## config.mk

```make
export PLATFORM = sky130hd
export DESIGN_NAME = multi_tick_gen
export DESIGN_NICKNAME = d
export VERILOG_FILES = /design/src/rtl/tick_pkg.sv /design/src/rtl/tick_channel.sv /design/src/rtl/multi_tick_gen.sv
export SDC_FILE = /design/constraint.sdc
export NUM_CORES = 1
export LEC_CHECK = 0
export CORE_ASPECT_RATIO = 1.75
export CORE_MARGIN = 5
export CORE_UTILIZATION = 65
export DETAILED_ROUTE_END_ITERATION = 10
export DONT_BUFFER_PORTS = 1
export PLACE_DENSITY = 0.8
export REMOVE_ABC_BUFFERS = 1
export SETUP_SLACK_MARGIN = 0.2
export SKIP_LAST_GASP = 1
export SLEW_MARGIN = 25
export SYNTH_ARGS = -nofsm -noshare
export SYNTH_HDL_FRONTEND = slang
export SYNTH_SLANG_ARGS = --single-unit
export TNS_END_PERCENT = 100
```

## constraint.sdc

```tcl
create_clock -name clk_in -period 15.7 [get_ports clk_in]
set_input_delay 3.925 -clock clk_in [delete_from_list [all_inputs] [get_ports clk_in]]
set_output_delay 3.925 -clock clk_in [all_outputs]
set_load 0.05 [all_outputs]
```

## src/rtl/tick_pkg.sv

```systemverilog
// Shared types for the multi-channel clock-enable generator.
package tick_pkg;
  typedef enum logic [1:0] {ST_IDLE, ST_COUNT, ST_DONE} tick_state_e;
  localparam int MAX_CH = 16;
endpackage

```

## src/rtl/tick_channel.sv

```systemverilog
// One enable channel: run/arm FSM, wrap counter, active and pending divisor/mode.
module tick_channel
  import tick_pkg::*;
#(
  parameter int CNT_W     = 16,
  parameter int RESET_DIV = 0
) (
  input  logic             clk_in,
  input  logic             reset_in,
  input  logic             run,
  input  logic             sync,
  input  logic             cfg_we,
  input  logic [CNT_W-1:0] cfg_div,
  input  logic             cfg_oneshot,
  output logic             tick,
  output logic             busy
);
  typedef struct packed {
    logic [CNT_W-1:0] div;
    logic             oneshot;
  } ch_cfg_t;

  tick_state_e      state;
  logic [CNT_W-1:0] cnt;
  ch_cfg_t          act, pend, wr_cfg, wrap_cfg;
  logic             pend_valid;

  assign wr_cfg = {cfg_div, cfg_oneshot};
  // A write landing on the wrap edge takes effect at that wrap; compare still uses old div.
  assign wrap_cfg = cfg_we ? wr_cfg : (pend_valid ? pend : act);

  always_ff @(posedge clk_in or posedge reset_in) begin
    if (reset_in) begin
      state      <= ST_IDLE;
      cnt        <= '0;
      act        <= {CNT_W'(RESET_DIV), 1'b0};
      pend       <= '0;
      pend_valid <= 1'b0;
      tick       <= 1'b0;
      busy       <= 1'b0;
    end else begin
      tick <= 1'b0;
      if (cfg_we && state != ST_COUNT) begin
        act        <= wr_cfg;
        pend_valid <= 1'b0;
      end
      case (state)
        ST_COUNT: begin
          if (cfg_we) begin
            pend       <= wr_cfg;
            pend_valid <= 1'b1;
          end
          if (!run) begin
            state <= ST_IDLE;
            cnt   <= '0;
            busy  <= 1'b0;
          end else if (sync) begin
            cnt <= '0;
          end else if (cnt == act.div) begin
            cnt        <= '0;
            tick       <= 1'b1;
            act        <= wrap_cfg;
            pend_valid <= 1'b0;
            if (wrap_cfg.oneshot) begin
              state <= ST_DONE;
              busy  <= 1'b0;
            end
          end else begin
            cnt <= cnt + 1'b1;
          end
        end
        ST_DONE: begin
          if (!run) state <= ST_IDLE;
        end
        default: begin
          if (run) begin
            state <= ST_COUNT;
            cnt   <= '0;
            busy  <= 1'b1;
          end
        end
      endcase
    end
  end
endmodule

```

## src/rtl/multi_tick_gen.sv

```systemverilog
// Multi-channel programmable clock-enable generator: decodes config writes to NUM_CH channels.
module multi_tick_gen
  import tick_pkg::*;
#(
  parameter int NUM_CH    = 4,
  parameter int CNT_W     = 16,
  parameter int RESET_DIV = 0,
  localparam int CH_W     = (NUM_CH > 1) ? $clog2(NUM_CH) : 1
) (
  input  logic              clk_in,
  input  logic              reset_in,
  input  logic              cfg_we,
  input  logic [CH_W-1:0]   cfg_ch,
  input  logic [CNT_W-1:0]  cfg_div,
  input  logic              cfg_oneshot,
  input  logic [NUM_CH-1:0] ch_run,
  input  logic              sync,
  output logic [NUM_CH-1:0] tick_en,
  output logic [NUM_CH-1:0] ch_busy
);
  logic [NUM_CH-1:0] ch_we;

  for (genvar i = 0; i < NUM_CH; i++) begin : g_ch
    // Out-of-range indices match no channel, so such writes are dropped.
    assign ch_we[i] = cfg_we && (cfg_ch == CH_W'(i));

    tick_channel #(
      .CNT_W    (CNT_W),
      .RESET_DIV(RESET_DIV)
    ) u_ch (
      .clk_in     (clk_in),
      .reset_in   (reset_in),
      .run        (ch_run[i]),
      .sync       (sync),
      .cfg_we     (ch_we[i]),
      .cfg_div    (cfg_div),
      .cfg_oneshot(cfg_oneshot),
      .tick       (tick_en[i]),
      .busy       (ch_busy[i])
    );
  end
endmodule

```

### Word level (Yosys, flattened, before mapping)

Index checks and enable logic that the tools add are counted.

| word-level totals | value |
|---|---|
| RAM bits | 0 |
| output and inout port bits | 8 |
| input port bits | 27 |
| flip-flop bits (word level) | 220 |
| memories | 0 |
| ROM bits | 0 |
| latch bits | 0 |

| cells by class | value |
|---|---|
| reduce and logical (&&, ||, !) cells | 33 |
| add/subtract/negate cells | 4 |
| shifts and indexed selects | 0 |
| bitwise logic cells | 4 |
| muxes and demuxes | 140 |
| $mul | 0 |
| divide/modulo/power cells | 0 |
| eq/ne operators | 39 |
| magnitude comparators | 0 |

Operator list:

| cell | number |
|---|---|
| $mux 17 | 28 |
| $mux 16 | 16 |
| $pmux 16 s2 | 4 |
| $add 16x1->16 const B | 4 |
| $eq 16x16->1 | 4 |
| $mux 1 | 60 |
| $mux 2 | 24 |
| $reduce_and 5->1 | 8 |
| $ne 3x2->1 const B | 8 |
| $ne 6x4->1 const B | 4 |
| $pmux 2 s2 | 4 |
| $reduce_and 2->1 | 8 |
| $eq 2x2->1 const B | 6 |
| $ne 3x3->1 const B | 4 |
| $reduce_bool 3->1 | 4 |
| $eq 2x1->1 const B | 5 |
| $logic_and 1x1->1 | 8 |
| $ne 2x1->1 const B | 4 |
| $ne 2x2->1 const B | 4 |
| $pmux 1 s2 | 4 |
| $reduce_bool 2->1 | 4 |
| $not 1->1 | 4 |
| $logic_not 2->1 | 1 |

### Longest topological paths before layout

Gate-level depths: netlist (run 1).

| depth | value |
|---|---|
| depth after elaboration | 9 |
| depth in mapped cells | 11 |
| mapped depth without buffers | 8 |

### By module

From an unflattened synthesis (run 1), not the netlist that was laid out.

| unflattened totals | value |
|---|---|
| cells, all modules | 1040 |
| area total of the unflattened synthesis | 11263.3 um2 |

Modules (own cells, without submodules):

| module | seq. area each (um2) | cells each | area each (um2) | times used |
|---|---|---|---|---|
| tick_channel (g_ch[1].u_ch ...) | 1376.3 | 260 | 2817.7 | 3 |
| tick_channel (g_ch[0].u_ch) | 1376.3 | 256 | 2772.7 | 1 |
| multi_tick_gen | 0.0 | 4 | 37.5 | 1 |

### Least setup slack after synthesis (run 1)

No wires, ideal clock.

| timing | value |
|---|---|
| kind | input -> register |
| from | input cfg_ch[1] |
| to | register g_ch[0].u_ch.pend[0] (netlist bit) |
| arrival time | 5418 ps |
| stages on the path | 4 |
| path buffers | 1 |
| library setup time | 125 ps |
| setup slack | 10157 ps |
| cells stage by stage | or3b_2 -> nor2_1 -> buf_2 -> mux2_2 |

| on the way | value |
|---|---|
| cells in the longest elaborated chain, start to end | 3 |

RTL lines:

| item | RTL line | RTL |
|---|---|---|
| start: declaration | multi_tick_gen.sv:13 | `input logic [CH_W-1:0] cfg_ch,` |
| $logic_not 2->1 | multi_tick_gen.sv:25 | `assign ch_we[i] = cfg_we && (cfg_ch == CH_W'(i));` |
| $logic_and 1x1->1 | multi_tick_gen.sv:25 |  |
| $reduce_and 2->1 (no source line) | n/a |  |
| end signal: assignment | tick_channel.sv:50 | `pend <= wr_cfg;` |
| end: declaration | tick_channel.sv:25 | `ch_cfg_t act, pend, wr_cfg, wrap_cfg;` |

No other way between the ends.
A chain may end at the register's enable or synchronous reset.

### Worst setup path in the final report (run 1)

| timing | value |
|---|---|
| from | register g_ch[0].u_ch.busy |
| to | output ch_busy[0] |

RTL lines:

| item | RTL line | RTL |
|---|---|---|
| start: declaration | tick_channel.sv:16 | `output logic busy` |
| start signal: assignment | tick_channel.sv:40 | `busy <= 1'b0;` |
| start signal: assignment | tick_channel.sv:56 | `busy <= 1'b0;` |
| start signal: assignment | tick_channel.sv:66 | `busy <= 1'b0;` |
| end: declaration | multi_tick_gen.sv:19 | `output logic [NUM_CH-1:0] ch_busy` |

No word-level cell between the ends.

==> results.py, run 1 <==
metrics = {
    "outcome": {
        "status": "completed",
    },
    "critical_path": {
        "crit_required_ns": 11.77,
        "cp-start-kind": "flop",
        "crit_start": "g_ch[0].u_ch.busy",
        "path_max_fanout": 2,
        "rr_startpoint": "g_ch[0].u_ch.cnt[5]",
        "critPathKind": "reg2out",
        "end_kind": "primary output",
        "worstPathArrival_ns": 1.18,
    },
    "placement": {
        "numPortBuffers": 0,
        "hpwl_um": 15780,
        "dpl-instance-area_um2": 11000,
        "dpl_worst_slack_ns": 9.859,
        "gp_congestion": 0.8516,
    },
    "sta": {
        "max_freq_mhz": 196.0,
        "slew_viol_final": 0,
        "hold_viol": 0,
        "worst_slack_ns": 10.60,
        "max_slew_margin_pct": 38.41,
        "skew_ns": 0.01150,
        "setup_violations": 0,
        "fin_crit_sh_pct": 32.49,
        "finalCriticalPeriod_ns": 5.102,
        "whs_ns": 0.4830,
        "rsz0062_at_grt": "no",
        "fin_setup_tns_ns": 0,
        "tightest_slew_ns": 0.9205,
    },
    "cells_and_area": {
        "n_antenna_cell": 0,
        "final_area_um2": 11620,
        "area_growth_pct": 5.724,
        "drive_above_1_share_pct": 13.03,
        "fin_nets": 1010,
        "num-fill-cells": 1240,
    },
    "logic_synthesis": {
        "syn_area_um2": 10990,
        "synth_commonest_cells": "dfrtp_1, xnor2_1, nor2_1",
        "syn_area_per_cell_um2": 11.06,
        "synth_top_area_share_pct": 50.07,
        "ys_seq_area_share_pct": 50.07,
        "synthTopCellsByArea": "dfrtp_1, mux2_2, xnor2_1",
        "yosysTopAreaCell": "dfrtp_1",
        "yosys_warnings": 0,
        "synthDistinctLibCells": 69,
        "async_reset_ff_share_pct": 100.0,
        "ys_ff_latch": 220,
        "synth-edff-count": 0,
        "synthCells": 994,
        "yosysMostFrequentCell": "dfrtp_1",
        "ys.flop_type": "dfrtp_1",
    },
    "drt": {
        "wire_per_inst_um": 19.02,
        "postRouteAntennaNets": 0,
        "drtIter0Drc": 346,
        "totalWireLength_um": 22990,
        "firstDrtPassIters": 5,
        "via_per_inst": 6.167,
        "drcViolationCount": 0,
        "via_count": 7456,
    },
    "pwr": {
        "switching_power_uw": 569.9,
        "p_per_area_nw_per_um2": 158.2,
        "p_int_mw": 1.269,
        "vdd_drop_max_mv": 0.1176,
        "seq_power_share_pct": 50.2,
        "leakage_nw": 4.915,
        "power_switching_share_pct": 31.00,
        "power.total_mw": 1.838,
        "p_comb_share_pct": 24.4,
        "clkPwrFrac_pct": 25.4,
    },
    "clock_tree": {
        "clk-insertion-delay-late_ns": 0.50,
        "htree_levels": 1,
        "ctsLongestPathBuffers": 3,
        "cts_setup_buffers": 0,
        "clkSlewWorstSetupHoldPaths_ns": 0.06,
        "cts_buffers": 21,
        "numClockSinks": 220,
        "cts_tree": "built",
        "postCtsHoldBufs": 0,
        "cts_repair_resize_count": 0,
        "clock-root-buffer": "clkbuf_16",
    },
    "floorplanning": {
        "core_area_um2": 16790,
        "io_pins": 35,
        "dieArea_um2": 19720,
        "die_y_um": 182.0,
        "die_w_um": 108.3,
        "initial_utilization_pct": 65.48,
        "num_rows": 63,
    },
    "global_route": {
        "grtUsageTotal_pct": 24.15,
        "grt_pass1_vias": 7408,
        "grt_max_degree": 140,
        "globalRoute.totalOverflow": 0,
        "grt_first_pass_wirelength_um": 38170,
        "antenna_found_initial": 0,
    },
    "worst_hold_path": {
        "hold_path.class": "reg2reg",
        "hp-start": "g_ch[3].u_ch.pend[0]",
    },
    "flow_run": {
        "max-cap-violations": 0,
    },
}
-- area by class of cell --
class                      instances  area (um^2)  share of cell area (%)
tap                              227        284.0                   2.443
inverter                          29        116.4                   1.001
clock inverter                     7        43.79                  0.3768
clock buffer                      27        568.0                   4.887
timing repair buffer               3        26.28                  0.2261
multi-input combinational        696         5080                   43.70
sequential                       220         5505                   47.36
-- worst paths after layout --
check | end | slack, ns | cells past startpoint
max in group asynchronous | g_ch[1].u_ch.pend[10] | 10.96 | 2
worst min register to register | g_ch[3].u_ch.pend[0] | 0.48 | 2
min in group asynchronous | g_ch[0].u_ch.act[4] | 3.48 | 1
worst max-delay path | ch_busy[0] | 10.60 | 0
worst min-delay path | g_ch[3].u_ch.pend[0] | 0.48 | 2
worst max register to register | g_ch[0].u_ch.act[12] | 13.05 | 6
-- flip-flops by register name, indices dropped and copies added, names as in the netlist --
| signal | count |
|---|---|
| g_ch.u_ch.act | 68 |
| g_ch.u_ch.pend | 68 |
| g_ch.u_ch.cnt | 64 |
| g_ch.u_ch.state | 8 |
| g_ch.u_ch.busy | 4 |
| g_ch.u_ch.pend_valid | 4 |
| g_ch.u_ch.tick | 4 |
-- power by group through the flow --
| stage | registers [mW] | clock network, mW | logic, mW |
|---|---|---|---|
| floorplan | 0.884 | 0 | 0.384 |
| global placement | 0.924 | 0 | 0.432 |
| detailed placement | 0.927 | 0 | 0.452 |
| CTS | 0.922 | 0.472 | 0.453 |
| global route | 0.944 | 0.496 | 0.499 |
| finish | 0.923 | 0.466 | 0.449 |
-- routing by layer --
layer / vias up / GRT usage [%] / wire length (um)
li1: 3531 / - / -
met4: 0 / 9.707 / 874
met3: 47 / 3.593 / 893
met1: 3742 / 30.69 / 9310
met5: - / 0 / 0
met2: 136 / 41.20 / 11910
-- logic make-up after synthesis --
logic type	count (synthesis)	share of synthesized area, %
and+or+nand+nor	335	16.77
DFF	220	50.07
AOI/OAI and AO/OA	180	13.02
xor gates and xnor gates	101	8.046
buffers and inverters	78	3.790
muxes	68	6.931
adders and majority gates	12	1.366
-- per-stage QoR --
stage / std cells / util (%)
6_report: 1209 / 69.23
5_1_grt: 1209 / 69.23
4_1_cts: 1209 / 69.16
3_5_place_dp: 1175 / 65.52
3_3_place_gp: 1175 / 65.52
2_1_floorplan: 945 / -
-- worst register-to-register path, delay by kind of cell (launching register included) --
| kind | cells | cell delay (ns) |
|---|---|---|
| AO/OA/AOI/OAI | 1 | 0.27 |
| XOR/XNOR | 1 | 0.20 |
| AND/OR/NAND/NOR | 4 | 1.66 |
| flip-flops | 1 | 0.46 |
-- layout by cell type, fill, tap and decap left out, types with 3 or more instances in the layout --
cell type / Yosys / final
nor3_1: 15 / 15
a221o_1: 58 / 58
a21oi_1: 18 / 18
nand3_1: 30 / 30
dfrtp_1: 220 / 220
or3_1: 5 / 5
clkbuf_16: 0 / 21
a31o_2: 3 / 3
mux2_2: 65 / 65
a31oi_1: 14 / 14
clkbuf_1: 20 / 4
nand2b_1: 7 / 7
nor2b_1: 8 / 8
nand3b_1: 5 / 5
clkinv_2: 0 / 4
nor2_1: 66 / 65
o21ai_0: 35 / 34
a21o_1: 6 / 6
and2_1: 65 / 65
xnor2_1: 73 / 73
nor4_1: 3 / 3
a221o_2: 6 / 6
nor4_4: 4 / 4
mux2i_1: 3 / 3
and4_1: 5 / 5
a22o_1: 5 / 5
xor2_1: 28 / 28
nand2_1: 57 / 57
a211oi_1: 8 / 8
ha_1: 12 / 12
or2_2: 4 / 4
and3_1: 17 / 17
inv_1: 28 / 27
nand4_1: 29 / 29
nor3b_1: 5 / 4
No activity file was read; power rests on OpenSTA's default activity.
==> run 2, diff against run 1 <==
--- a/config.mk
+++ b/config.mk
@@ -7,10 +7,10 @@
 export LEC_CHECK = 0
 export CORE_ASPECT_RATIO = 1.75
 export CORE_MARGIN = 5
-export CORE_UTILIZATION = 65
+export CORE_UTILIZATION = 64
 export DETAILED_ROUTE_END_ITERATION = 10
 export DONT_BUFFER_PORTS = 1
-export PLACE_DENSITY = 0.8
+export PLACE_DENSITY = 0.79
 export REMOVE_ABC_BUFFERS = 1
 export SETUP_SLACK_MARGIN = 0.2
 export SKIP_LAST_GASP = 1
==> constraint.sdc (replaced) <==
create_clock -name clk_in -period 5.2 [get_ports clk_in]
set_input_delay 1.3 -clock clk_in [delete_from_list [all_inputs] [get_ports clk_in]]
set_output_delay 1.3 -clock clk_in [all_outputs]
set_load 0.05 [all_outputs]
==> run 2 against run 1 <==
Clock power increased to 3.4 times the previous value; via count decreased by 0.27%; critical path depth rose by 6; die area is 1.4% higher; clock skew rose by 0.0080 ns; final cell count grew 0.25%; global-route usage increased by 0.12 points; register-to-register slack worse by 11 ns; wire length rose by 0.78%; cell area rose by 0.98%; critical path type is now reg2reg; critical endpoint is now g_ch[0].u_ch.act[5]; highest routed layer unchanged.
==> results.py, run 2 (synthesis results as in run 1) <==
metrics = {
    "outcome": {
        "status": "completed",
    },
    "sta": {
        "hold_viol": 0,
        "rsz0062_at_grt": "no",
        "fin_setup_tns_ns": 0,
        "skew_ns": 0.01954,
        "finalCriticalPeriod_ns": 2.712,
        "tightest_slew_ns": 1.009,
        "slew_viol_final": 0,
        "setup_violations": 0,
        "fin_crit_sh_pct": 52.15,
        "worst_slack_ns": 2.488,
        "max_freq_mhz": 368.8,
        "max_slew_margin_pct": 32.56,
    },
    "global_route": {
        "antenna_found_initial": 0,
        "grt_pass1_vias": 7547,
        "grt_max_degree": 147,
        "grtUsageTotal_pct": 24.28,
        "globalRoute.totalOverflow": 0,
        "grt_first_pass_wirelength_um": 38830,
    },
    "worst_hold_path": {
        "hold_path.class": "reg2reg",
        "worstHoldPathCells": 1,
        "hp-start": "g_ch[2].u_ch.pend[14]",
        "hold_path_end": "g_ch[2].u_ch.act[14]",
    },
    "clock_tree": {
        "cts_buffers": 21,
        "clk-insertion-delay-late_ns": 0.51,
        "numClockSinks": 220,
        "cts_repair_resize_count": 0,
        "postCtsHoldBufs": 0,
        "cts_tree": "built",
        "htree_levels": 1,
        "ctsLongestPathBuffers": 3,
        "cts_setup_buffers": 0,
        "clock-root-buffer": "clkbuf_16",
        "clkSlewWorstSetupHoldPaths_ns": 0.07,
    },
    "critical_path": {
        "end_kind": "flop",
        "reg2reg_setup_slack_ns": 2.49,
        "worstPathArrival_ns": 3.14,
        "r2r_cells": 6,
        "rr_startpoint": "g_ch[0].u_ch.cnt[11]",
        "reg2reg_to": "g_ch[0].u_ch.act[5]",
        "cp-start-kind": "flop",
        "path_max_fanout": 16,
        "crit_required_ns": 5.63,
        "critPathKind": "reg2reg",
    },
    "cells_and_area": {
        "finalNonFillerCells": 1212,
        "final_common_cell": "dfrtp_1",
        "num-fill-cells": 1221,
        "fin_nets": 1010,
        "utilization_pct": 69.26,
        "final_area_um2": 11740,
        "n_antenna_cell": 0,
        "layout_common_cells": "dfrtp_1, xnor2_1, nor2_1, and2_1, mux2_2",
        "drive_above_1_share_pct": 13.60,
        "largest_registers": "g_ch.u_ch.act: 68 flops, g_ch.u_ch.pend: 68 flops, g_ch.u_ch.cnt: 64 flops",
        "area_growth_pct": 6.760,
    },
    "placement": {
        "dpl_worst_slack_ns": 1.994,
        "hpwl_um": 15790,
        "dpl-instance-area_um2": 11020,
        "place_inst": 1175,
        "gp_congestion": 0.8604,
        "numPortBuffers": 0,
    },
    "flow_run": {
        "max-cap-violations": 0,
    },
    "drt": {
        "totalWireLength_um": 23170,
        "drcViolationCount": 0,
        "wire_per_inst_um": 19.12,
        "postRouteAntennaNets": 0,
        "firstDrtPassIters": 5,
        "via_per_inst": 6.135,
        "drtIter0Drc": 397,
        "via_count": 7436,
    },
    "pwr": {
        "leakage_nw": 4.957,
        "vdd_drop_max_mv": 0.3451,
        "p_per_area_nw_per_um2": 489.0,
    },
    "floorplanning": {
        "initial_utilization_pct": 64.87,
        "num_rows": 63,
        "die_w_um": 109.1,
        "die_y_um": 183.4,
        "core_area_um2": 16950,
        "io_pins": 35,
        "dieArea_um2": 20000,
    },
}
==> run 2: cell type report <==
class / count / area, um^2 / share of cell area (%)
timing repair buffer: 3 / 35.03 / 0.2985
multi-input combinational: 696 / 5075 / 43.24
clock buffer: 22 / 539.3 / 4.594
tap: 227 / 284.0 / 2.420
sequential: 220 / 5505 / 46.90
inverter: 29 / 121.4 / 1.034
clock inverter: 15 / 177.7 / 1.514
==> run 2: metal layers <==
layer,vias to the layer above,share of wire (%),track usage (%)
li1,3531,-,-
met1,3716,41,31.55
met4,0,2.8,8.140
met2,153,52,41.11
met3,36,4.7,4.051
met5,-,0,0
==> run 2: worst max path at each step <==
stage                               startpoint                    end  slack [ns]
after floorplan                       reset_in    g_ch[0].u_ch.act[0]       -2.12
after global placement               cfg_ch[1]  g_ch[0].u_ch.state[1]        2.04
after detailed placement             cfg_ch[1]  g_ch[0].u_ch.state[0]        1.99
after CTS                 g_ch[0].u_ch.cnt[11]    g_ch[0].u_ch.act[5]        2.48
after global routing      g_ch[0].u_ch.cnt[10]    g_ch[0].u_ch.act[5]        2.34
final                     g_ch[0].u_ch.cnt[11]    g_ch[0].u_ch.act[5]        2.49
==> run 2: worst max-delay path, cell delays in order, from the launching register on <==
cell and delay, ns:
dfrtp_1 0.45, xnor2_1 0.21, nand4_1 0.16, nor4_4 0.52
and2_1 0.42, and3_1 0.62, a221o_1 0.27
==> run 2: where the power goes <==
group          internal [mW]  leakage [nW]  switching, mW
logic                  0.765          1.83          0.593
registers               2.30          2.79          0.492
clock network          0.915         0.339          0.680
total                   3.97          4.96           1.76
==> run 2: metrics by stage <==
step	hold WS, ns	power [mW]
CTS	0.4938	5.775
global placement	0.4666	4.092
global route	0.5104	6.064
detailed placement	0.4786	4.173
floorplan	0.4506	3.829
finish	0.4914	5.740
==> run 3, diff against run 2 <==
==> constraint.sdc (replaced) <==
create_clock -name clk_in -period 2.8 [get_ports clk_in]
set_input_delay 0.7 -clock clk_in [delete_from_list [all_inputs] [get_ports clk_in]]
set_output_delay 0.7 -clock clk_in [all_outputs]
set_load 0.05 [all_outputs]
==> run 3 against run 2 <==
Clock power grew 82%; register-to-register slack got worse by 2.1 ns; cell area grew 0.70%; via count grew 1.8%; worst setup slack worse by 2.1 ns; first-iteration DRC count shrank 20%; wire length is 1.4% higher; non-clock buffer count rose by 13.
==> results.py, run 3 (synthesis results as in run 1) <==
metrics = {
    "outcome": {
        "status": "completed",
    },
    "critical_path": {
        "cp-start-kind": "flop",
        "critPathKind": "reg2reg",
        "end_kind": "flop",
        "crit_required_ns": 3.23,
        "worstPathArrival_ns": 2.82,
        "path_max_fanout": 16,
    },
    "global_route": {
        "antenna_found_initial": 0,
        "globalRoute.totalOverflow": 0,
        "grt_first_pass_wirelength_um": 38800,
        "grt_pass1_vias": 7571,
        "grtUsageTotal_pct": 24.24,
        "grt_max_degree": 75,
    },
    "placement": {
        "dpl-instance-area_um2": 11120,
        "gp_congestion": 0.8292,
        "numPortBuffers": 0,
        "hpwl_um": 16140,
        "place_inst": 1188,
    },
    "clock_tree": {
        "cts_tree": "built",
        "clock-root-buffer": "clkbuf_16",
        "htree_levels": 1,
        "clk-insertion-delay-late_ns": 0.50,
        "numClockSinks": 220,
        "cts_setup_buffers": 0,
        "cts_buffers": 21,
        "clkSlewWorstSetupHoldPaths_ns": 0.07,
        "postCtsHoldBufs": 0,
        "cts_repair_resize_count": 0,
        "ctsLongestPathBuffers": 3,
    },
    "sta": {
        "rsz0062_at_grt": "no",
        "setup_violations": 0,
        "whs_ns": 0.1049,
        "hold_viol": 0,
        "slew_viol_final": 0,
        "max_freq_mhz": 417.5,
        "fin_crit_sh_pct": 85.54,
        "skew_ns": 0.01305,
        "max_slew_margin_pct": 47.21,
        "finalCriticalPeriod_ns": 2.395,
        "tightest_slew_ns": 0.7919,
        "fin_setup_tns_ns": 0,
    },
    "drt": {
        "drcViolationCount": 0,
        "drtIter0Drc": 317,
        "firstDrtPassIters": 5,
        "wire_per_inst_um": 19.17,
        "totalWireLength_um": 23480,
        "postRouteAntennaNets": 0,
        "via_count": 7573,
        "via_per_inst": 6.182,
    },
    "flow_run": {
        "max-cap-violations": 0,
    },
    "pwr": {
        "p_per_area_nw_per_um2": 903.7,
        "clkPwrFrac_pct": 27.1,
        "power.total_mw": 10.68,
        "p_comb_share_pct": 24.2,
        "power_switching_share_pct": 31.08,
        "p_int_mw": 7.362,
        "switching_power_mw": 3.320,
        "vdd_drop_max_mv": 0.7411,
        "seq_power_share_pct": 48.7,
        "leakage_nw": 5.027,
    },
    "floorplanning": {
        "num_rows": 63,
        "initial_utilization_pct": 64.87,
        "die_y_um": 183.4,
        "dieArea_um2": 20000,
        "core_area_um2": 16950,
        "die_w_um": 109.1,
        "io_pins": 35,
    },
    "worst_hold_path": {
        "hold_path.class": "in2async",
    },
    "cells_and_area": {
        "largest_registers": "g_ch.u_ch.act: 68 flops, g_ch.u_ch.pend: 68 flops, g_ch.u_ch.cnt: 64 flops",
        "num-fill-cells": 1258,
        "n_antenna_cell": 0,
        "multi_input_area_um2": 5072,
        "final_common_cell": "dfrtp_1",
        "final_area_um2": 11820,
        "finalNonFillerCells": 1225,
        "seqCellArea_um2": 5505,
        "drive_above_1_share_pct": 14.43,
        "layout_common_cells": "dfrtp_1, xnor2_1, nor2_1, and2_1, mux2_2",
        "area_growth_pct": 7.511,
        "fin_nets": 1023,
    },
}
[run 3: cell types whose count changed in the layout (fill, tap and decap cells not counted), moves of 2 or more]
cell and delta:
buf_4 +12, inv_8 +2, inv_6 -2, clkbuf_1 +2
clkinv_4 +2, clkinvlp_4 -3
[run 3: power by group through the flow]
| stage | logic, mW | clock network [mW] | registers (mW) |
|---|---|---|---|
| 6_report | 2.59 | 2.89 | 5.20 |
| 5_1_grt | 2.87 | 3.07 | 5.32 |
| 4_1_cts | 2.61 | 2.93 | 5.19 |
| 3_5_place_dp | 2.59 | 0 | 5.23 |
| 3_3_place_gp | 2.47 | 0 | 5.19 |
| 2_1_floorplan | 2.15 | 0 | 4.96 |
[run 3: worst max-delay path, cell delays in order, from the launching register on]
cell and delay [ns]:
dfrtp_1 0.44, xnor2_1 0.19, nand4_1 0.16, nor4_4 0.32, and2_1 0.33, and3_1 0.61, a221o_1 0.28
[run 3: final timing paths]
path,start,to,slack [ns],depth (start not counted)
max in group asynchronous,reset_in,g_ch[3].u_ch.state[0],1.92,2
worst max-delay path,g_ch[0].u_ch.cnt[11],g_ch[0].u_ch.act[16],0.40,6
min in group clk_in,ch_run[3],g_ch[3].u_ch.state[0],0.31,1
worst min-delay path,reset_in,g_ch[2].u_ch.pend[2],0.10,1
worst min register to register,g_ch[1].u_ch.pend[0],g_ch[1].u_ch.pend[0],0.49,2
worst max register to register,g_ch[0].u_ch.cnt[11],g_ch[0].u_ch.act[16],0.40,6
[run 3: area by class of cell]
cell class                      instances  area share [%]
Timing Repair Buffer                   16           1.228
Tap cell                              227           2.403
Clock inverter                         12           1.154
Clock buffer                           25           4.742
Inverter                               29          0.9844
Multi-Input combinational cell        696           42.91
Sequential cell                       220           46.58
[run 3: through the flow]
stage               worst slack [ns]  util [%]
finish                        0.4049     69.75
global route                  0.3017     69.75
CTS                           0.4216     69.75
detailed placement            0.4353     65.63
global placement              0.4588     65.63
floorplan                     -3.921         -
[run 3: metal layers]
layer  vias to the layer above  wire, um  track usage, %
met3                        47      1016           3.875
li1                       3571         -               -
met1                      3801      9381           30.40
met2                       154     12370           42.32
met5                         -         0               0
met4                         0       716           8.089
